[src/rtl/sga_pkg.sv]
// Shared definitions for the serial frame scheduler: state encodings and frame constants.
// SERIAL_TX_SCHEDULER_CHECKSUM_EN adds the checksum state CHK.
package sga_pkg;

    localparam int LEN_W = 3;
    localparam logic [7:0] TERM_BYTE_DEFAULT = 8'h23;

    // Encodings double as the debug value shown on the seven-segment display.
    typedef enum logic [2:0] {
        ST_IDLE      = 3'd0,
        ST_LOAD      = 3'd1,
        ST_SEND      = 3'd2,
        ST_WAIT      = 3'd3,
        ST_TERM      = 3'd4,
        ST_WAIT_TERM = 3'd5,
`ifdef SERIAL_TX_SCHEDULER_CHECKSUM_EN
        ST_GAP       = 3'd6,
        ST_CHK       = 3'd7
`else
        ST_GAP       = 3'd6
`endif
    } tx_state_t;

endpackage

[src/rtl/rr_arbiter.sv]
// Combinational round-robin arbiter: picks the first asserted request at or after
// the pointer, wrapping around.
module rr_arbiter #(
    parameter int NUM_REQ = 3
) (
    input  logic [NUM_REQ-1:0] req,
    input  logic [1:0]         ptr,
    output logic [NUM_REQ-1:0] grant,
    output logic [1:0]         grant_idx
);

    logic [1:0] cand [NUM_REQ];

    generate
        for (genvar gi = 0; gi < NUM_REQ; gi++) begin : g_cand
            logic [2:0] sum;
            assign sum      = {1'b0, ptr} + 3'(gi);
            assign cand[gi] = (sum >= 3'(NUM_REQ)) ? 2'(sum - 3'(NUM_REQ)) : sum[1:0];
        end
    endgenerate

    logic found;

    // Scan from the farthest candidate back so the nearest one to the pointer wins.
    always_comb begin
        grant_idx = 2'd0;
        grant     = '0;
        found     = 1'b0;
        for (int k = NUM_REQ - 1; k >= 0; k--) begin
            if (req[cand[k]]) begin
                grant_idx = cand[k];
                found     = 1'b1;
            end
        end
        if (found) begin
            grant[grant_idx] = 1'b1;
        end
    end

endmodule

[src/rtl/serial_tx_scheduler.sv]
// Shares one byte-level serial transmitter between several frame requesters.
// Define SERIAL_TX_SCHEDULER_CHECKSUM_EN to append an XOR checksum byte before the terminator.
import sga_pkg::*;

module serial_tx_scheduler #(
    parameter int         NUM_REQ        = 3,
    parameter int         MAX_BYTES      = 4,
    parameter int         GAP_CYCLES     = 50,
    parameter int         TIMEOUT_CYCLES = 2000000,
    parameter logic [7:0] TERM_BYTE      = TERM_BYTE_DEFAULT
) (
    input  logic                           clock,
    input  logic                           reset,
    input  logic                           enable,
    input  logic [NUM_REQ-1:0]             req,
    input  logic [NUM_REQ*LEN_W-1:0]       req_len,
    input  logic [NUM_REQ*MAX_BYTES*8-1:0] req_data,
    output logic [NUM_REQ-1:0]             ack,
    output logic                           tx_start,
    output logic [7:0]                     tx_data,
    input  logic                           tx_done,
    output logic                           busy,
    output logic [1:0]                     grant_id,
    output logic                           timeout_err,
    output logic [2:0]                     db_state
);

    localparam int PAY_W     = MAX_BYTES * 8;
    localparam int CNT_LIMIT = (TIMEOUT_CYCLES > GAP_CYCLES) ? TIMEOUT_CYCLES : GAP_CYCLES;
    localparam int CNT_W     = $clog2(CNT_LIMIT + 1);

`ifdef SERIAL_TX_SCHEDULER_CHECKSUM_EN
    localparam tx_state_t ST_AFTER_PAYLOAD = ST_CHK;
`else
    localparam tx_state_t ST_AFTER_PAYLOAD = ST_TERM;
`endif

    tx_state_t          state_reg, state_next;
    logic [CNT_W-1:0]   cnt_reg;
    logic [LEN_W-1:0]   idx_reg, len_reg;
    logic [PAY_W-1:0]   payload_reg;
    logic [1:0]         grant_id_reg, ptr_reg;
`ifdef SERIAL_TX_SCHEDULER_CHECKSUM_EN
    logic [7:0]         chk_reg;
    logic               in_chk_reg;
`endif

    logic [NUM_REQ-1:0] arb_grant;
    logic [1:0]         arb_idx;
    logic               arb_any;
    logic [LEN_W-1:0]   sel_len_raw, sel_len, idx_inc;
    logic [PAY_W-1:0]   sel_data;
    logic [7:0]         cur_byte;
    logic               timeout_hit, gap_done, last_byte, counting;

    rr_arbiter #(.NUM_REQ(NUM_REQ)) u_arb (
        .req       (req),
        .ptr       (ptr_reg),
        .grant     (arb_grant),
        .grant_idx (arb_idx)
    );

    assign arb_any     = |arb_grant;
    assign sel_len_raw = req_len[grant_id_reg*LEN_W +: LEN_W];
    assign sel_len     = (sel_len_raw > LEN_W'(MAX_BYTES)) ? LEN_W'(MAX_BYTES) : sel_len_raw;
    assign sel_data    = req_data[grant_id_reg*PAY_W +: PAY_W];
    assign cur_byte    = payload_reg[idx_reg*8 +: 8];
    assign idx_inc     = idx_reg + LEN_W'(1);
    assign last_byte   = (idx_inc == len_reg);
    assign timeout_hit = (cnt_reg == CNT_W'(TIMEOUT_CYCLES - 1));
    assign gap_done    = (cnt_reg == CNT_W'(GAP_CYCLES - 1));
    assign counting    = (state_reg == ST_WAIT) || (state_reg == ST_WAIT_TERM) || (state_reg == ST_GAP);

    assign busy     = (state_reg != ST_IDLE);
    assign grant_id = grant_id_reg;
    assign db_state = state_reg;

    generate
        for (genvar gi = 0; gi < NUM_REQ; gi++) begin : g_ack
            assign ack[gi] = (state_reg == ST_LOAD) && (grant_id_reg == 2'(gi));
        end
    endgenerate

    always_comb begin
        state_next  = state_reg;
        tx_start    = 1'b0;
        tx_data     = 8'h00;
        timeout_err = 1'b0;
        case (state_reg)
            ST_IDLE: begin
                if (enable && arb_any) state_next = ST_LOAD;
            end
            ST_LOAD: begin
                state_next = (sel_len == '0) ? ST_AFTER_PAYLOAD : ST_SEND;
            end
            ST_SEND: begin
                tx_start   = 1'b1;
                tx_data    = cur_byte;
                state_next = ST_WAIT;
            end
            // tx_done is checked first so it wins over a same-cycle timeout.
            ST_WAIT: begin
                if (tx_done) begin
`ifdef SERIAL_TX_SCHEDULER_CHECKSUM_EN
                    if (in_chk_reg) state_next = ST_TERM;
                    else
`endif
                    if (last_byte) state_next = ST_AFTER_PAYLOAD;
                    else           state_next = ST_SEND;
                end else if (timeout_hit) begin
                    timeout_err = 1'b1;
                    state_next  = ST_GAP;
                end
            end
`ifdef SERIAL_TX_SCHEDULER_CHECKSUM_EN
            ST_CHK: begin
                tx_start   = 1'b1;
                tx_data    = chk_reg;
                state_next = ST_WAIT;
            end
`endif
            ST_TERM: begin
                tx_start   = 1'b1;
                tx_data    = TERM_BYTE;
                state_next = ST_WAIT_TERM;
            end
            ST_WAIT_TERM: begin
                if (tx_done) begin
                    state_next = ST_GAP;
                end else if (timeout_hit) begin
                    timeout_err = 1'b1;
                    state_next  = ST_GAP;
                end
            end
            ST_GAP: begin
                if (gap_done) state_next = ST_IDLE;
            end
            default: state_next = ST_IDLE;
        endcase
    end

    always_ff @(posedge clock) begin
        if (!reset) begin
            state_reg    <= ST_IDLE;
            cnt_reg      <= '0;
            idx_reg      <= '0;
            len_reg      <= '0;
            payload_reg  <= '0;
            grant_id_reg <= 2'd0;
            ptr_reg      <= 2'd0;
`ifdef SERIAL_TX_SCHEDULER_CHECKSUM_EN
            chk_reg      <= 8'h00;
            in_chk_reg   <= 1'b0;
`endif
        end else begin
            state_reg <= state_next;
            // One shared counter: restarts on every state change, runs only while waiting.
            if (counting && (state_next == state_reg)) cnt_reg <= cnt_reg + CNT_W'(1);
            else                                       cnt_reg <= '0;

            case (state_reg)
                ST_IDLE: begin
                    if (state_next == ST_LOAD) grant_id_reg <= arb_idx;
                end
                ST_LOAD: begin
                    payload_reg <= sel_data;
                    len_reg     <= sel_len;
                    idx_reg     <= '0;
                    ptr_reg     <= (grant_id_reg == 2'(NUM_REQ - 1)) ? 2'd0 : grant_id_reg + 2'd1;
`ifdef SERIAL_TX_SCHEDULER_CHECKSUM_EN
                    chk_reg     <= 8'h00;
                    in_chk_reg  <= 1'b0;
`endif
                end
`ifdef SERIAL_TX_SCHEDULER_CHECKSUM_EN
                ST_SEND: chk_reg    <= chk_reg ^ cur_byte;
                ST_CHK:  in_chk_reg <= 1'b1;
`endif
                ST_WAIT: begin
                    if (tx_done) idx_reg <= idx_inc;
                end
                default: ;
            endcase
        end
    end

endmodule

[config.mk]
export PLATFORM = sky130hd
export DESIGN_NAME = serial_tx_scheduler
export DESIGN_NICKNAME = d
export VERILOG_FILES = /design/src/rtl/sga_pkg.sv /design/src/rtl/rr_arbiter.sv /design/src/rtl/serial_tx_scheduler.sv
export SDC_FILE = /design/constraint.sdc
export NUM_CORES = 1
export LEC_CHECK = 0
export BUFFER_PORTS_ARGS = -buffer_cell sky130_fd_sc_hd__buf_2
export CORE_AREA = 2 2 91 93
export CTS_BUF_LIST = sky130_fd_sc_hd__clkbuf_4 sky130_fd_sc_hd__clkbuf_8 sky130_fd_sc_hd__clkbuf_16
export DETAILED_ROUTE_END_ITERATION = 7
export DIE_AREA = 0 0 93 95
export PLACE_DENSITY = 0.87
export SYNTH_ARGS = -nofsm -noshare
export SYNTH_HDL_FRONTEND = slang
export SYNTH_SLANG_ARGS = --single-unit
[constraint.sdc]
create_clock -name clock -period 4.7 [get_ports clock]
set_clock_uncertainty 0.15 [all_clocks]
set_input_delay 0.47 -clock clock [delete_from_list [all_inputs] [get_ports clock]]
set_output_delay 0.47 -clock clock [all_outputs]
set_load 0.01 [all_outputs]
## Yosys cells after proc, flatten, opt, wreduce, memory -nomap -nowiden

Cells that the tools add are included.
W data, S select, Z words.

| storage, ports and cells | value |
|---|---|
| logic and storage cells | 96 |
| input port bits | 112 |
| output and inout port bits | 19 |
| register bits after elaboration | 66 |

| cells by class | value |
|---|---|
| equal/unequal tests | 14 |
| order comparisons | 9 |
| shift operators | 3 |
| mux-type cells | 35 |
| reductions and logical operators | 19 |
| multiply operators | 1 |
| add/subtract/negate cells | 8 |

Operators by type and width:

| operator | number |
|---|---|
| $shiftx A96 B8 Y32 | 1 |
| $shiftx A32 B7 Y8 | 1 |
| $mux W3 | 10 |
| $add A21 B1 Y21 const B | 1 |
| $eq A21 B21 Y1 const B | 1 |
| $eq A21 B6 Y1 const B | 1 |
| $pmux W3 S7 | 1 |
| $pmux W8 S2 | 1 |
| $mux W2 | 7 |
| $lt A2 B3 Y1 const B | 4 |
| $mux W1 | 11 |
| $eq A3 B3 Y1 const B | 3 |
| $shiftx A9 B5 Y3 | 1 |
| $bmux W1 S2 | 3 |
| $eq A3 B1 Y1 const B | 2 |
| $eq A3 B2 Y1 const B | 2 |
| $eq A3 B3 Y1 | 2 |
| $ge A3 B2 Y1 const B | 2 |
| $logic_and A1 B1 Y1 | 6 |
| $logic_not A3 Y1 | 2 |
| $pmux W3 S2 | 1 |
| $reduce_and A2 Y1 | 3 |
| $sub A2 B2 Y2 const B | 3 |
| $mul A2 B2 Y4 const B | 1 |
| 17 further kinds | 19 |

## Longest topological paths before layout

Gate-level depths: netlist of run 1.

| depth | value |
|---|---|
| depth in word-level cells | 20 |
| gate-level depth with buffers | 10 |
| mapped depth without buffers | 8 |

## Modules after synthesis

A second synthesis of run 1 with hierarchy kept.

| unflattened totals | value |
|---|---|
| cell total of the unflattened synthesis | 450 |
| area total of the unflattened synthesis | 4120.2 µm² |

By module, submodules not included:

| module | area each (µm²) | instances | seq. area each (µm²) | cells each |
|---|---|---|---|---|
| serial_tx_scheduler | 3846.2 | 1 | 1321.3 | 412 |
| rr_arbiter | 274.0 | 1 | 0.0 | 38 |

## Worst setup path after synthesis of run 1

OpenSTA, ideal clock, no wires.

| timing path | value |
|---|---|
| path type | register to output |
| from | register state_reg[0] (netlist: db_state[0]) |
| to | output port ack[2] |
| cell stages (with the launch flop) | 7 |
| arrival | 1.691 ns |
| required time | 4.080 ns |
| slack | 2.389 ns |
| path buffers | 3 |
| cell sequence | dfxtp_1 -> buf_2 -> inv_1 -> nor3_1 -> buf_2 -> buf_2 -> and2_1 |

| on the way | value |
|---|---|
| cells in the longest elaborated chain, start to end | 2 |

RTL lines:

| element | RTL line | text |
|---|---|---|
| from (decl) | serial_tx_scheduler.sv:38 | `tx_state_t state_reg, state_next;` |
| from (signal assigned) | serial_tx_scheduler.sv:156 | `state_reg <= state_next;` |
| $eq A3 B1 Y1 | serial_tx_scheduler.sv:80 | `assign ack[gi] = (state_reg == ST_LOAD) && (grant_id_reg == 2'(gi));` |
| $logic_and A1 B1 Y1 | serial_tx_scheduler.sv:80 |  |
| to (decl) | serial_tx_scheduler.sv:18 | `output logic [NUM_REQ-1:0] ack,` |

No other way between the ends.

## Final worst setup path of run 1

| timing path | value |
|---|---|
| from | register cnt_reg[12] |
| to | output port timeout_err |

| on the way | value |
|---|---|
| cells in the longest elaborated chain, start to end | 4 |

RTL lines:

| element | RTL line | text |
|---|---|---|
| from (decl) | serial_tx_scheduler.sv:39 | `logic [CNT_W-1:0] cnt_reg;` |
| from (signal assigned) | serial_tx_scheduler.sv:158 | `if (counting && (state_next == state_reg)) cnt_reg <= cnt_reg + CNT_W'(1);` |
| $eq A21 B21 Y1 | serial_tx_scheduler.sv:70 | `assign timeout_hit = (cnt_reg == CNT_W'(TIMEOUT_CYCLES - 1));` |
| $mux W1 | serial_tx_scheduler.sv:110, serial_tx_scheduler.sv:130 |  |
| $mux W1 | serial_tx_scheduler.sv:128 | `if (tx_done) begin` |
| $mux W1 | - |  |
| to (decl) | serial_tx_scheduler.sv:24 | `output logic timeout_err,` |

No other way between the ends.

==> impl_metrics.prom, run 1 <==
# TYPE chip_impl_metric gauge
chip_impl_info{name="synth_flop_cell",value="sky130_fd_sc_hd__dfxtp_1"} 1
chip_impl_metric{name="clk-insertion-delay-late",unit="ns"} 0.34
chip_impl_metric{name="layout.core_utilization",unit="%"} 60.6
chip_impl_metric{name="worst_ir_drop_vdd",unit="mV"} 0.220
chip_impl_metric{name="worst_slew_pin_slew",unit="ns"} 1.07
chip_impl_metric{name="nFillCells",unit=""} 687
chip_impl_metric{name="fin_nets",unit=""} 667
chip_impl_metric{name="pin_count_of_the_biggest_net_entering_global_routing",unit=""} 60
chip_impl_metric{name="grt_first_pass_wirelength",unit="um"} 16400
chip_impl_metric{name="setup-tns-final",unit="ns"} 0
chip_impl_metric{name="finalWirelength",unit="um"} 10100
chip_impl_info{name="leading_cell_types_by_total_area_after_synthesis",value="sky130_fd_sc_hd__dfxtp_1 (34%), sky130_fd_sc_hd__mux2i_1 (9.1%), sky130_fd_sc_hd__o211a_1 (8.4%)"} 1
chip_impl_metric{name="synthesis.yosys.warnings",unit=""} 0
chip_impl_metric{name="clock_tree.buffer_depth",unit=""} 2
chip_impl_metric{name="finalCriticalPeriod",unit="ns"} 2.87
chip_impl_metric{name="synthDominantCellAreaShare",unit="%"} 33.5
chip_impl_info{name="critPathLaunchType",value="flip-flop"} 1
chip_impl_metric{name="synth_async_sr_flop_share",unit="%"} 0
chip_impl_metric{name="floorplan.die.width",unit="um"} 93
chip_impl_metric{name="relSlewSlack",unit="%"} 28.9
chip_impl_metric{name="slew_viol_final",unit=""} 0
chip_impl_metric{name="final_layout_size_suffix_gt1_share",unit="%"} 29.8
chip_impl_metric{name="core.rowCount",unit=""} 33
chip_impl_metric{name="final.period_utilization",unit="%"} 61.0
chip_impl_metric{name="clock-sinks",unit=""} 66
chip_impl_metric{name="cts-hold-fix-buffers",unit=""} 0
chip_impl_metric{name="worstPathRequired",unit="ns"} 4.08
chip_impl_metric{name="grt_util_met1",unit="%"} 27.1
chip_impl_info{name="cts_root_buffer",value="sky130_fd_sc_hd__clkbuf_8"} 1
chip_impl_metric{name="die-area",unit="sq um"} 8840
chip_impl_metric{name="port_buffers",unit=""} 130
chip_impl_metric{name="count_of_nets_left_with_antenna_violations_after_detail_routing",unit=""} 0
chip_impl_metric{name="power.static_leakage",unit="uW"} 0.00222
chip_impl_metric{name="area_delta_synth_final",unit="%"} 21.9
chip_impl_info{name="tritoncts_clock_tree",value="built"} 1
chip_impl_metric{name="numCtsBuffers",unit=""} 9
chip_impl_metric{name="route.vias.total",unit=""} 3771
chip_impl_metric{name="edff_count_synth",unit=""} 0
chip_impl_metric{name="routabilityCongestion",unit=""} 0.813
chip_impl_metric{name="clk_pin_slew",unit="ns"} 0.07
chip_impl_info{name="most_used_routing_layer",value="met2"} 1
chip_impl_metric{name="timing.final.setup_violations",unit=""} 0
chip_impl_metric{name="grt_util_all_layers",unit="%"} 23.4
chip_impl_metric{name="post-route-drc-count",unit=""} 0
chip_impl_info{name="synth.largest_area_cell",value="sky130_fd_sc_hd__dfxtp_1"} 1
chip_impl_metric{name="synthesis.area_per_instance",unit="sq um"} 9.00
chip_impl_metric{name="grt_antenna_before_repair",unit=""} 0
chip_impl_metric{name="ctsResizeCount",unit=""} 0
chip_impl_info{name="min_path_type",value="input pin to flip-flop"} 1
chip_impl_info{name="critical-path-slowest-cell",value="sky130_fd_sc_hd__nor4b_1"} 1
chip_impl_metric{name="postSynthRegisterBits",unit=""} 66
chip_impl_metric{name="postSynthCellCount",unit=""} 438
chip_impl_metric{name="die-height",unit="um"} 95
chip_impl_metric{name="largest_register_ff_count",unit=""} 32
chip_impl_metric{name="timing_hold_violations_final",unit=""} 0
chip_impl_info{name="timing_worst_setup_path_type",value="flip-flop to primary output"} 1
chip_impl_info{name="worst_path_most_repeated_cell",value="sky130_fd_sc_hd__nor4_1"} 1
chip_impl_info{name="outcome",value="completed"} 1
chip_impl_metric{name="timing.critical_path.arrival",unit="ns"} 2.25
chip_impl_metric{name="synth.yosys.seq_area_share",unit="%"} 33.5
chip_impl_info{name="timing.critical_path.cells",value="nor4_1, nand2_1, nor4_1, nor4b_1, buf_2"} 1
chip_impl_metric{name="grt_pass1_vias",unit=""} 3631
chip_impl_metric{name="synthesis.area",unit="sq um"} 3940
chip_impl_metric{name="firstDrtPassIters",unit=""} 4
chip_impl_metric{name="floorplan.initialDensity",unit="%"} 49.7
chip_impl_metric{name="p_total",unit="uW"} 1750
chip_impl_metric{name="met3_usage",unit="%"} 4.39
chip_impl_metric{name="max_cap_violations",unit=""} 0
chip_impl_metric{name="synth_cell_types",unit=""} 46
chip_impl_metric{name="number_of_post_cts_setup_repair_buffers",unit=""} 0
chip_impl_metric{name="crit_path_max_incr_delay",unit="ns"} 0.42
chip_impl_metric{name="grt_util_met2",unit="%"} 41.6
chip_impl_info{name="crit_path_end_kind",value="primary output"} 1
chip_impl_metric{name="final.hold.worst_slack",unit="ns"} 0.251
chip_impl_metric{name="detail_route.wl_per_cell",unit="um"} 15.3
chip_impl_metric{name="fp.coreArea",unit="sq um"} 7930
chip_impl_metric{name="maxClockFrequency",unit="MHz"} 349
chip_impl_metric{name="top_level_i_o_count",unit=""} 131
chip_impl_metric{name="worstPathMaxFanout",unit=""} 5
chip_impl_metric{name="antenna_cells",unit=""} 0
chip_impl_metric{name="grt-ovfl-total",unit=""} 0
chip_impl_metric{name="vias_per_cell",unit=""} 5.72
chip_impl_metric{name="synth_nets",unit=""} 556
chip_impl_metric{name="initial_detailed_routing_violation_count",unit=""} 159
chip_impl_metric{name="place.detailed.hpwl",unit="um"} 7510
chip_impl_metric{name="power_density",unit="nW/um^2"} 363
chip_impl_info{name="setup_repair_after_global_routing_missed_its_margin",value="no"} 1
chip_impl_metric{name="htree_num_levels",unit=""} 3
==> critical path, delay by kind of cell, from the launching register on <==
family        cells  cell delay, ns
buf+inv           1            0.22
flops             1            0.35
simple gates      4            1.33
==> Yosys cell counts (2+ instances only) <==
master and number:
sky130_fd_sc_hd__ha_1 6, sky130_fd_sc_hd__a221o_1 2, sky130_fd_sc_hd__and2_1 2, sky130_fd_sc_hd__xnor2_1 7, sky130_fd_sc_hd__mux2i_1 36, sky130_fd_sc_hd__o211a_1 33, sky130_fd_sc_hd__nor2_1 32, sky130_fd_sc_hd__dfxtp_1 66
sky130_fd_sc_hd__nor3_1 7, sky130_fd_sc_hd__nand2_1 52, sky130_fd_sc_hd__clkbuf_1 18, sky130_fd_sc_hd__o211ai_1 34, sky130_fd_sc_hd__nand2b_1 4, sky130_fd_sc_hd__o21a_1 3, sky130_fd_sc_hd__and4_1 2, sky130_fd_sc_hd__and3_1 10
sky130_fd_sc_hd__xor2_1 15, sky130_fd_sc_hd__mux4_2 8, sky130_fd_sc_hd__nand4_1 4, sky130_fd_sc_hd__buf_1 3, sky130_fd_sc_hd__buf_6 2, sky130_fd_sc_hd__nor3b_1 2, sky130_fd_sc_hd__a21oi_1 8, sky130_fd_sc_hd__a211oi_1 2
sky130_fd_sc_hd__nand3_1 15, sky130_fd_sc_hd__o21ai_0 9, sky130_fd_sc_hd__buf_2 10, sky130_fd_sc_hd__a32oi_1 2, sky130_fd_sc_hd__a21boi_0 4, sky130_fd_sc_hd__nor4_1 4, sky130_fd_sc_hd__a2bb2oi_1 3, sky130_fd_sc_hd__nor4b_1 3
sky130_fd_sc_hd__nor2b_1 6, sky130_fd_sc_hd__inv_1 12
==> layer usage <==
| layer | routed length, um | share of wire (%) | up-vias |
|---|---|---|---|
| met5 | 0 | 0 | - |
| li1 | - | - | 1836 |
| met1 | 4030 | 40 | 1749 |
| met4 | 345 | 3.4 | 0 |
| met3 | 648 | 6.4 | 30 |
| met2 | 5090 | 50 | 156 |
==> layout make-up <==
| type | instances | area (sq um) | share of cell area (%) |
|---|---|---|---|
| clock buffer | 14 | 180 | 3.75 |
| inverter | 12 | 45.0 | 0.937 |
| tap | 105 | 131 | 2.73 |
| multi-input combinational | 327 | 2430 | 50.6 |
| clock inverter | 2 | 10.0 | 0.208 |
| timing repair buffer | 133 | 686 | 14.3 |
| sequential | 66 | 1320 | 27.5 |
==> report_power, final <==
group          switching, uW  internal (uW)  total (uW)
clock network            203            245         449
logic                    263            273         536
registers                112            649         761
==> cells by family (layout without fill, tap and decap cells) <==
group	Yosys count	after routing	synth area share [%]
AND/OR/NAND/NOR	144	144	17.3
AO/OA/AOI/OAI	110	110	23.1
flip-flops	66	66	33.5
buffers and inverters	45	161	4.99
multiplexers	44	44	13.7
XOR/XNOR	23	23	5.46
adder cells (fa/ha/maj)	6	6	1.91
==> through the flow <==
| step | cells | setup slack, ns | instance area, sq um |
|---|---|---|---|
| 2_1_floorplan | 438 | 2.39 | 3940 |
| 3_3_place_gp | 643 | 2.13 | 4610 |
| 3_5_place_dp | 643 | 1.93 | 4610 |
| 4_1_cts | 659 | 1.87 | 4800 |
| 5_1_grt | 659 | 1.64 | 4800 |
| 6_report | 659 | 1.83 | 4800 |
==> path summary, 6_finish.rpt <==
| check | startpoint | to | slack [ns] | cells after the start |
|---|---|---|---|---|
| worst max-delay path | cnt_reg[12] | timeout_err | 1.83 | 5 |
| worst min-delay path | req_data[23] | payload_reg[23] | 0.25 | 3 |
| worst max register to register | grant_id[0] | cnt_reg[9] | 1.92 | 6 |
| worst min register to register | cnt_reg[0] | cnt_reg[0] | 0.34 | 1 |
==> cell usage in the layout (no fill, tap or decap), drive strengths merged, types with 7 or more instances in the layout <==
cell    netlist  final
nand3        15     15
inv          12     12
mux2i        36     36
o211a        33     33
nor3          7      7
o21ai        10     10
nand2        52     52
dfxtp        66     66
clkbuf       18     14
nor2         32     32
a21oi         8      8
o211ai       34     34
xor2         15     15
buf          15    133
xnor2         7      7
and3         10     10
mux4          8      8
No activity file was read; power rests on OpenSTA's default activity.
==> run 2: changes to the inputs <==
- clock period: 4.7 -> 2.9 ns (I/O delays scaled with it)
==> impl_metrics.prom, run 2 (synthesis results as in run 1) <==
# TYPE chip_impl_metric gauge
chip_impl_metric{name="area_delta_synth_final",unit="%"} 23.8
chip_impl_metric{name="top_level_i_o_count",unit=""} 131
chip_impl_metric{name="share_seq_of_total_power",unit="%"} 39.6
chip_impl_metric{name="grt_antenna_before_repair",unit=""} 0
chip_impl_metric{name="port_buffers",unit=""} 130
chip_impl_metric{name="timing.final.setup_violations",unit=""} 0
chip_impl_metric{name="p_total",unit="uW"} 2970
chip_impl_metric{name="clock_tree.buffer_depth",unit=""} 2
chip_impl_metric{name="floorplan.die.width",unit="um"} 93
chip_impl_metric{name="power.combinational.fraction",unit="%"} 31.2
chip_impl_metric{name="place.detailed.hpwl",unit="um"} 7590
chip_impl_metric{name="dp_cells",unit=""} 648
chip_impl_metric{name="worst_ir_drop_vdd",unit="mV"} 0.301
chip_impl_metric{name="min_path_cells",unit=""} 3
chip_impl_metric{name="floorplan.initialDensity",unit="%"} 49.7
chip_impl_metric{name="ctsResizeCount",unit=""} 0
chip_impl_metric{name="die-height",unit="um"} 95
chip_impl_metric{name="layout.cells.non_filler",unit=""} 664
chip_impl_metric{name="final_layout_size_suffix_gt1_share",unit="%"} 30.4
chip_impl_info{name="min_path_type",value="input pin to flip-flop"} 1
chip_impl_metric{name="post-route-drc-count",unit=""} 0
chip_impl_metric{name="clk_pin_slew",unit="ns"} 0.07
chip_impl_info{name="highest_metal_layer_with_signal_wires",value="met4"} 1
chip_impl_metric{name="worstPathMaxFanout",unit=""} 6
chip_impl_metric{name="netSwitchingFraction",unit="%"} 32.3
chip_impl_metric{name="relSlewSlack",unit="%"} 45.0
chip_impl_metric{name="clock-sinks",unit=""} 66
chip_impl_info{name="setup_repair_after_global_routing_missed_its_margin",value="no"} 1
chip_impl_metric{name="fp.coreArea",unit="sq um"} 7930
chip_impl_info{name="timing_worst_setup_path_type",value="flip-flop to primary output"} 1
chip_impl_metric{name="setup-tns-final",unit="ns"} 0
chip_impl_metric{name="largest_register_ff_count",unit=""} 32
chip_impl_metric{name="grt_first_pass_wirelength",unit="um"} 16400
chip_impl_metric{name="number_of_post_cts_setup_repair_buffers",unit=""} 0
chip_impl_metric{name="antenna_cells",unit=""} 0
chip_impl_metric{name="final.hold.worst_slack",unit="ns"} 0.0513
chip_impl_metric{name="route.met2.wl",unit="um"} 5160
chip_impl_metric{name="pin_count_of_the_biggest_net_entering_global_routing",unit=""} 70
chip_impl_metric{name="timing.critical_path.arrival",unit="ns"} 2.32
chip_impl_metric{name="power.static_leakage",unit="uW"} 0.00226
chip_impl_info{name="cts_root_buffer",value="sky130_fd_sc_hd__clkbuf_8"} 1
chip_impl_metric{name="firstDrtPassIters",unit=""} 4
chip_impl_metric{name="fin_nets",unit=""} 672
chip_impl_info{name="outcome",value="completed"} 1
chip_impl_metric{name="length_in_cells_of_the_worst_reg_to_reg_path",unit=""} 8
chip_impl_metric{name="count_of_nets_left_with_antenna_violations_after_detail_routing",unit=""} 0
chip_impl_metric{name="vias_per_cell",unit=""} 5.59
chip_impl_metric{name="power_density",unit="nW/um^2"} 608
chip_impl_metric{name="grt_util_all_layers",unit="%"} 23.4
chip_impl_metric{name="detail_route.wl_per_cell",unit="um"} 15.1
chip_impl_info{name="crit_path_end_kind",value="primary output"} 1
chip_impl_info{name="most_common_cell_after_layout_fill_and_taps_aside",value="sky130_fd_sc_hd__buf_2"} 1
chip_impl_metric{name="slew_viol_final",unit=""} 0
chip_impl_metric{name="cts-hold-fix-buffers",unit=""} 0
chip_impl_metric{name="clk-insertion-delay-late",unit="ns"} 0.34
chip_impl_metric{name="grt_pass1_vias",unit=""} 3629
chip_impl_metric{name="htree_num_levels",unit=""} 3
chip_impl_metric{name="detailroute.wirelength.met3",unit="um"} 615
chip_impl_metric{name="final.period_utilization",unit="%"} 95.2
chip_impl_metric{name="p_clk_share",unit="%"} 29.2
chip_impl_info{name="critPathLaunchType",value="flip-flop"} 1
chip_impl_metric{name="routabilityCongestion",unit=""} 0.880
chip_impl_metric{name="max_cap_violations",unit=""} 0
chip_impl_metric{name="routedLengthMet1",unit="um"} 4120
chip_impl_metric{name="worstPathRequired",unit="ns"} 2.46
chip_impl_info{name="highest_count_cells_in_the_layout_ignoring_fill_and_taps",value="sky130_fd_sc_hd__buf_2 (130), sky130_fd_sc_hd__dfxtp_1 (65), sky130_fd_sc_hd__nand2_1 (52)"} 1
chip_impl_metric{name="core.rowCount",unit=""} 33
chip_impl_info{name="tritoncts_clock_tree",value="built"} 1
chip_impl_metric{name="finalCriticalPeriod",unit="ns"} 2.76
chip_impl_metric{name="numCtsBuffers",unit=""} 9
chip_impl_metric{name="p_sw",unit="uW"} 959
chip_impl_metric{name="grt-ovfl-total",unit=""} 0
chip_impl_metric{name="worst_slew_pin_slew",unit="ns"} 0.824
chip_impl_metric{name="maxClockFrequency",unit="MHz"} 362
chip_impl_metric{name="initial_detailed_routing_violation_count",unit=""} 143
chip_impl_metric{name="route.vias.total",unit=""} 3715
chip_impl_metric{name="finalWirelength",unit="um"} 10000
chip_impl_metric{name="int_power",unit="uW"} 2010
chip_impl_metric{name="nFillCells",unit=""} 681
chip_impl_metric{name="timing_hold_violations_final",unit=""} 0
chip_impl_metric{name="die-area",unit="sq um"} 8840
## run 2: power groups by stage
stage | logic, uW | clock network [uW] | registers (uW)
after detailed placement | 923 | 0 | 1190
after floorplan | 699 | 0 | 1130
after global routing | 1020 | 916 | 1190
after CTS | 929 | 878 | 1170
final | 926 | 866 | 1170
after global placement | 893 | 0 | 1180
## run 2: per-layer routing
layer	global-route usage (%)	vias to the layer above
met5	0	-
met4	9.07	0
met3	4.47	10
met2	42.9	121
met1	27.1	1737
li1	-	1847
## run 2: worst paths after layout
| path | from | endpoint | slack [ns] |
|---|---|---|---|
| worst max-delay path | cnt_reg[0] | timeout_err | 0.14 |
| worst min-delay path | req_data[23] | payload_reg[23] | 0.05 |
| worst max register to register | ptr_reg[1] | cnt_reg[13] | 0.24 |
| worst min register to register | payload_reg[2] | payload_reg[2] | 0.35 |
## run 2: cell type report
| cell class | instances | area, sq um | area share, % |
|---|---|---|---|
| Sequential cell | 66 | 1320 | 27.1 |
| Timing Repair Buffer | 138 | 723 | 14.8 |
| Inverter | 12 | 45.0 | 0.923 |
| Clock inverter | 6 | 90.1 | 1.85 |
| Multi-Input combinational cell | 327 | 2430 | 49.8 |
| Clock buffer | 10 | 138 | 2.82 |
| Tap cell | 105 | 131 | 2.69 |
## run 2: per-stage QoR
stage                     utilization (%)  setup slack, ns  cell area, sq um
after global routing                 61.6           0.0375              4880
final                                61.6            0.139              4880
after detailed placement             58.7            0.263              4650
after global placement               58.7            0.457              4650
after CTS                            61.6            0.247              4880
after floorplan                         -            0.769              3940
## run 2: worst max-delay path, cell delays in order (launching register included)
cell,delay [ns]
sky130_fd_sc_hd__dfxtp_1,0.45
sky130_fd_sc_hd__ha_1,0.29
sky130_fd_sc_hd__nand2_1,0.19
sky130_fd_sc_hd__nor4_1,0.40
sky130_fd_sc_hd__nor4b_1,0.43
sky130_fd_sc_hd__buf_2,0.22
==> run 3: changes to the inputs <==
- ABC_AREA: default -> 1
- CORE_AREA: 2 2 91 93 -> 8 8 97 99
- CTS_CLUSTER_SIZE: default -> 28
- DIE_AREA: 0 0 93 95 -> 0 0 105 107
==> impl_metrics.prom, run 3 <==
# TYPE chip_impl_metric gauge
chip_impl_info{name="cts_root_buffer",value="sky130_fd_sc_hd__clkbuf_8"} 1
chip_impl_metric{name="post-route-drc-count",unit=""} 0
chip_impl_info{name="r2r-end",value="cnt_reg[0]"} 1
chip_impl_metric{name="timing.critical_path.arrival",unit="ns"} 2.65
chip_impl_metric{name="synth_async_sr_flop_share",unit="%"} 0
chip_impl_metric{name="layout.core_utilization",unit="%"} 62.1
chip_impl_metric{name="max_cap_violations",unit=""} 0
chip_impl_metric{name="vias_per_cell",unit=""} 5.28
chip_impl_metric{name="detail_route.wl_per_cell",unit="um"} 14.1
chip_impl_info{name="highest_count_cells_in_the_layout_ignoring_fill_and_taps",value="sky130_fd_sc_hd__nand2_1 (142), sky130_fd_sc_hd__buf_2 (130), sky130_fd_sc_hd__dfxtp_1 (66)"} 1
chip_impl_metric{name="worst_slew_pin_slew",unit="ns"} 0.582
chip_impl_metric{name="length_in_cells_of_the_worst_reg_to_reg_path",unit=""} 15
chip_impl_info{name="holdCritStartpoint",value="req_data[22]"} 1
chip_impl_info{name="worst_hold_path.endpoint",value="payload_reg[22]"} 1
chip_impl_info{name="outcome",value="completed"} 1
chip_impl_metric{name="numCtsBuffers",unit=""} 9
chip_impl_metric{name="min_path_cells",unit=""} 3
chip_impl_metric{name="postSynthRegisterBits",unit=""} 66
chip_impl_metric{name="route.vias.total",unit=""} 4472
chip_impl_metric{name="grt_antenna_before_repair",unit=""} 0
chip_impl_info{name="synth.largest_area_cell",value="sky130_fd_sc_hd__dfxtp_1"} 1
chip_impl_metric{name="grt_util_all_layers",unit="%"} 21.0
chip_impl_metric{name="place.detailed.hpwl",unit="um"} 9080
chip_impl_metric{name="synthDominantCellAreaShare",unit="%"} 33.6
chip_impl_metric{name="die-area",unit="sq um"} 11200
chip_impl_metric{name="die-height",unit="um"} 107
chip_impl_metric{name="synthesis.area_per_instance",unit="sq um"} 6.47
chip_impl_metric{name="synth_cell_types",unit=""} 31
chip_impl_metric{name="grt_first_pass_wirelength",unit="um"} 19800
chip_impl_metric{name="clock_tree.buffer_depth",unit=""} 2
chip_impl_metric{name="nFillCells",unit=""} 720
chip_impl_metric{name="power.static_leakage",unit="uW"} 0.00229
chip_impl_metric{name="routabilityCongestion",unit=""} 0.881
chip_impl_metric{name="timing_hold_violations_final",unit=""} 0
chip_impl_info{name="tritoncts_clock_tree",value="built"} 1
chip_impl_metric{name="clk_pin_slew",unit="ns"} 0.08
chip_impl_metric{name="core.rowCount",unit=""} 33
chip_impl_metric{name="pin_count_of_the_biggest_net_entering_global_routing",unit=""} 41
chip_impl_metric{name="clock-sinks",unit=""} 66
chip_impl_metric{name="synth.yosys.seq_area_share",unit="%"} 33.6
chip_impl_metric{name="final.period_utilization",unit="%"} 88.7
chip_impl_metric{name="slew_viol_final",unit=""} 0
chip_impl_metric{name="postSynthCellCount",unit=""} 608
chip_impl_metric{name="r2r_slack",unit="ns"} 0.33
chip_impl_metric{name="maxClockFrequency",unit="MHz"} 389
chip_impl_metric{name="fin_nets",unit=""} 854
chip_impl_info{name="most_common_cell_after_layout_fill_and_taps_aside",value="sky130_fd_sc_hd__nand2_1"} 1
chip_impl_metric{name="grt_pass1_vias",unit=""} 4567
chip_impl_metric{name="initial_detailed_routing_violation_count",unit=""} 202
chip_impl_metric{name="clk-insertion-delay-late",unit="ns"} 0.35
chip_impl_metric{name="edff_count_synth",unit=""} 0
chip_impl_metric{name="layout.cells.non_filler",unit=""} 847
chip_impl_metric{name="top_level_i_o_count",unit=""} 131
chip_impl_info{name="library_cell_with_the_highest_instance_count_after_synthesis",value="sky130_fd_sc_hd__nand2_1"} 1
chip_impl_metric{name="worstPathMaxFanout",unit=""} 21
chip_impl_metric{name="final_layout_size_suffix_gt1_share",unit="%"} 25.8
chip_impl_metric{name="firstDrtPassIters",unit=""} 5
chip_impl_metric{name="htree_num_levels",unit=""} 3
chip_impl_info{name="min_path_type",value="input pin to flip-flop"} 1
chip_impl_metric{name="area_delta_synth_final",unit="%"} 25.2
chip_impl_metric{name="port_buffers",unit=""} 130
chip_impl_metric{name="largest_register_ff_count",unit=""} 32
chip_impl_metric{name="floorplan.initialDensity",unit="%"} 49.6
chip_impl_info{name="crit-reg2reg-launch",value="ptr_reg[0]"} 1
chip_impl_metric{name="cts-hold-fix-buffers",unit=""} 0
chip_impl_metric{name="synthesis.area",unit="sq um"} 3930
chip_impl_info{name="critPathLaunchType",value="flip-flop"} 1
chip_impl_metric{name="relSlewSlack",unit="%"} 60.9
chip_impl_info{name="leading_cell_types_by_total_area_after_synthesis",value="sky130_fd_sc_hd__dfxtp_1 (34%), sky130_fd_sc_hd__nand2_1 (14%), sky130_fd_sc_hd__a21oi_1 (8.1%)"} 1
chip_impl_metric{name="fp.coreArea",unit="sq um"} 7930
chip_impl_metric{name="setup-tns-final",unit="ns"} 0
chip_impl_info{name="crit_path_end_kind",value="flip-flop"} 1
chip_impl_metric{name="synthesis.yosys.warnings",unit=""} 0
chip_impl_info{name="synth_flop_cell",value="sky130_fd_sc_hd__dfxtp_1"} 1
chip_impl_info{name="synth_common_cells",value="sky130_fd_sc_hd__nand2_1 (142), sky130_fd_sc_hd__dfxtp_1 (66), sky130_fd_sc_hd__inv_1 (65)"} 1
chip_impl_metric{name="power_density",unit="nW/um^2"} 823
chip_impl_metric{name="finalWirelength",unit="um"} 12000
chip_impl_metric{name="count_of_nets_left_with_antenna_violations_after_detail_routing",unit=""} 0
chip_impl_metric{name="synth_nets",unit=""} 726
chip_impl_info{name="setup_repair_after_global_routing_missed_its_margin",value="no"} 1
chip_impl_metric{name="finalCriticalPeriod",unit="ns"} 2.57
chip_impl_metric{name="floorplan.die.width",unit="um"} 105
chip_impl_metric{name="worst_ir_drop_vdd",unit="mV"} 0.523
chip_impl_info{name="beginning_of_the_critical_path",value="ptr_reg[0]"} 1
chip_impl_metric{name="worstPathRequired",unit="ns"} 2.98
chip_impl_metric{name="timing.final.setup_violations",unit=""} 0
chip_impl_info{name="timing_worst_setup_path_type",value="flip-flop to flip-flop"} 1
chip_impl_metric{name="grt-ovfl-total",unit=""} 0
chip_impl_metric{name="dp_cells",unit=""} 830
-- run 3: cell types whose count changed in the layout (fill, tap and decap cells not counted), sizes merged, moves of 36 or more --
cell / change
a21oi: +57
inv: +58
mux2i: -36
nand2: +90
nor2: +52
-- run 3: repair_timing --
action / in CTS / in global routing
gates resized for setup: 0 / 1
endpoints found under the setup margin: 0 / 1
buffers inserted: 0 / 0
-- run 3: cells by family (layout without fill, tap and decap cells) --
kind of cell	Yosys count	after routing	synth area share [%]
AND/OR/NAND/NOR	286	286	31.6
other	0	1	0
flip-flops	66	66	33.6
XOR/XNOR	16	16	3.56
AO/OA/AOI/OAI	140	140	19.9
buffers and inverters	94	227	9.41
adder cells (fa/ha/maj)	6	6	1.91
-- run 3: how the worst max path moves through the flow --
| stage | to | slack [ns] | cells after the start |
|---|---|---|---|
| 6_report | cnt_reg[0] | 0.33 | 15 |
| 3_3_place_gp | cnt_reg[0] | 0.50 | 15 |
| 2_1_floorplan | cnt_reg[15] | 0.75 | 15 |
| 3_5_place_dp | cnt_reg[0] | 0.30 | 15 |
| 4_1_cts | cnt_reg[0] | 0.28 | 15 |
| 5_1_grt | cnt_reg[0] | 0.14 | 15 |
-- run 3: worst max-delay path: stages (launching register included) --
cell and delay, ns:
sky130_fd_sc_hd__dfxtp_1 0.36, sky130_fd_sc_hd__inv_1 0.07, sky130_fd_sc_hd__ha_1 0.35, sky130_fd_sc_hd__inv_1 0.14, sky130_fd_sc_hd__nand2_1 0.08, sky130_fd_sc_hd__nand3_1 0.09
sky130_fd_sc_hd__nand2_1 0.09, sky130_fd_sc_hd__inv_1 0.10, sky130_fd_sc_hd__nand2_1 0.07, sky130_fd_sc_hd__o21ai_2 0.25, sky130_fd_sc_hd__nand3_1 0.12, sky130_fd_sc_hd__nand2_1 0.08
sky130_fd_sc_hd__inv_1 0.04, sky130_fd_sc_hd__nand3_2 0.06, sky130_fd_sc_hd__buf_4 0.32, sky130_fd_sc_hd__nor2_1 0.06
-- run 3: layout make-up --
type | instances | area (sq um) | area share, %
antenna | 1 | 2.50 | 0.0508
clock inverter | 5 | 86.3 | 1.75
sequential | 66 | 1320 | 26.8
multi-input combinational | 448 | 2250 | 45.6
inverter | 69 | 259 | 5.26
tap | 105 | 131 | 2.67
clock buffer | 11 | 139 | 2.82
timing repair buffer | 142 | 741 | 15.0
-- run 3: metal layers --
metal | track usage [%] | vias up | wire, um
met2 | 36.7 | 189 | 5850
met5 | 0 | - | 0
met1 | 22.6 | 1993 | 4850
li1 | - | 2256 | -
met3 | 6.00 | 34 | 907
met4 | 11.6 | 0 | 363
-- run 3: report_power, final --
part	switching [uW]	total, uW	internal, uW
clock network	379	891	511
logic	1170	1840	664
registers	174	1330	1160
-- run 3: stage by stage --
step | instance area [sq um] | hold slack, ns | worst slack, ns | total power [uW]
6_report | 4930 | 0.0581 | 0.326 | 4060
5_1_grt | 4920 | 0.0485 | 0.142 | 4350
4_1_cts | 4920 | 0.0434 | 0.276 | 4030
3_5_place_dp | 4690 | 0.310 | 0.295 | 3130
3_3_place_gp | 4690 | 0.291 | 0.497 | 3080
2_1_floorplan | 3930 | 0.283 | 0.754 | 2590
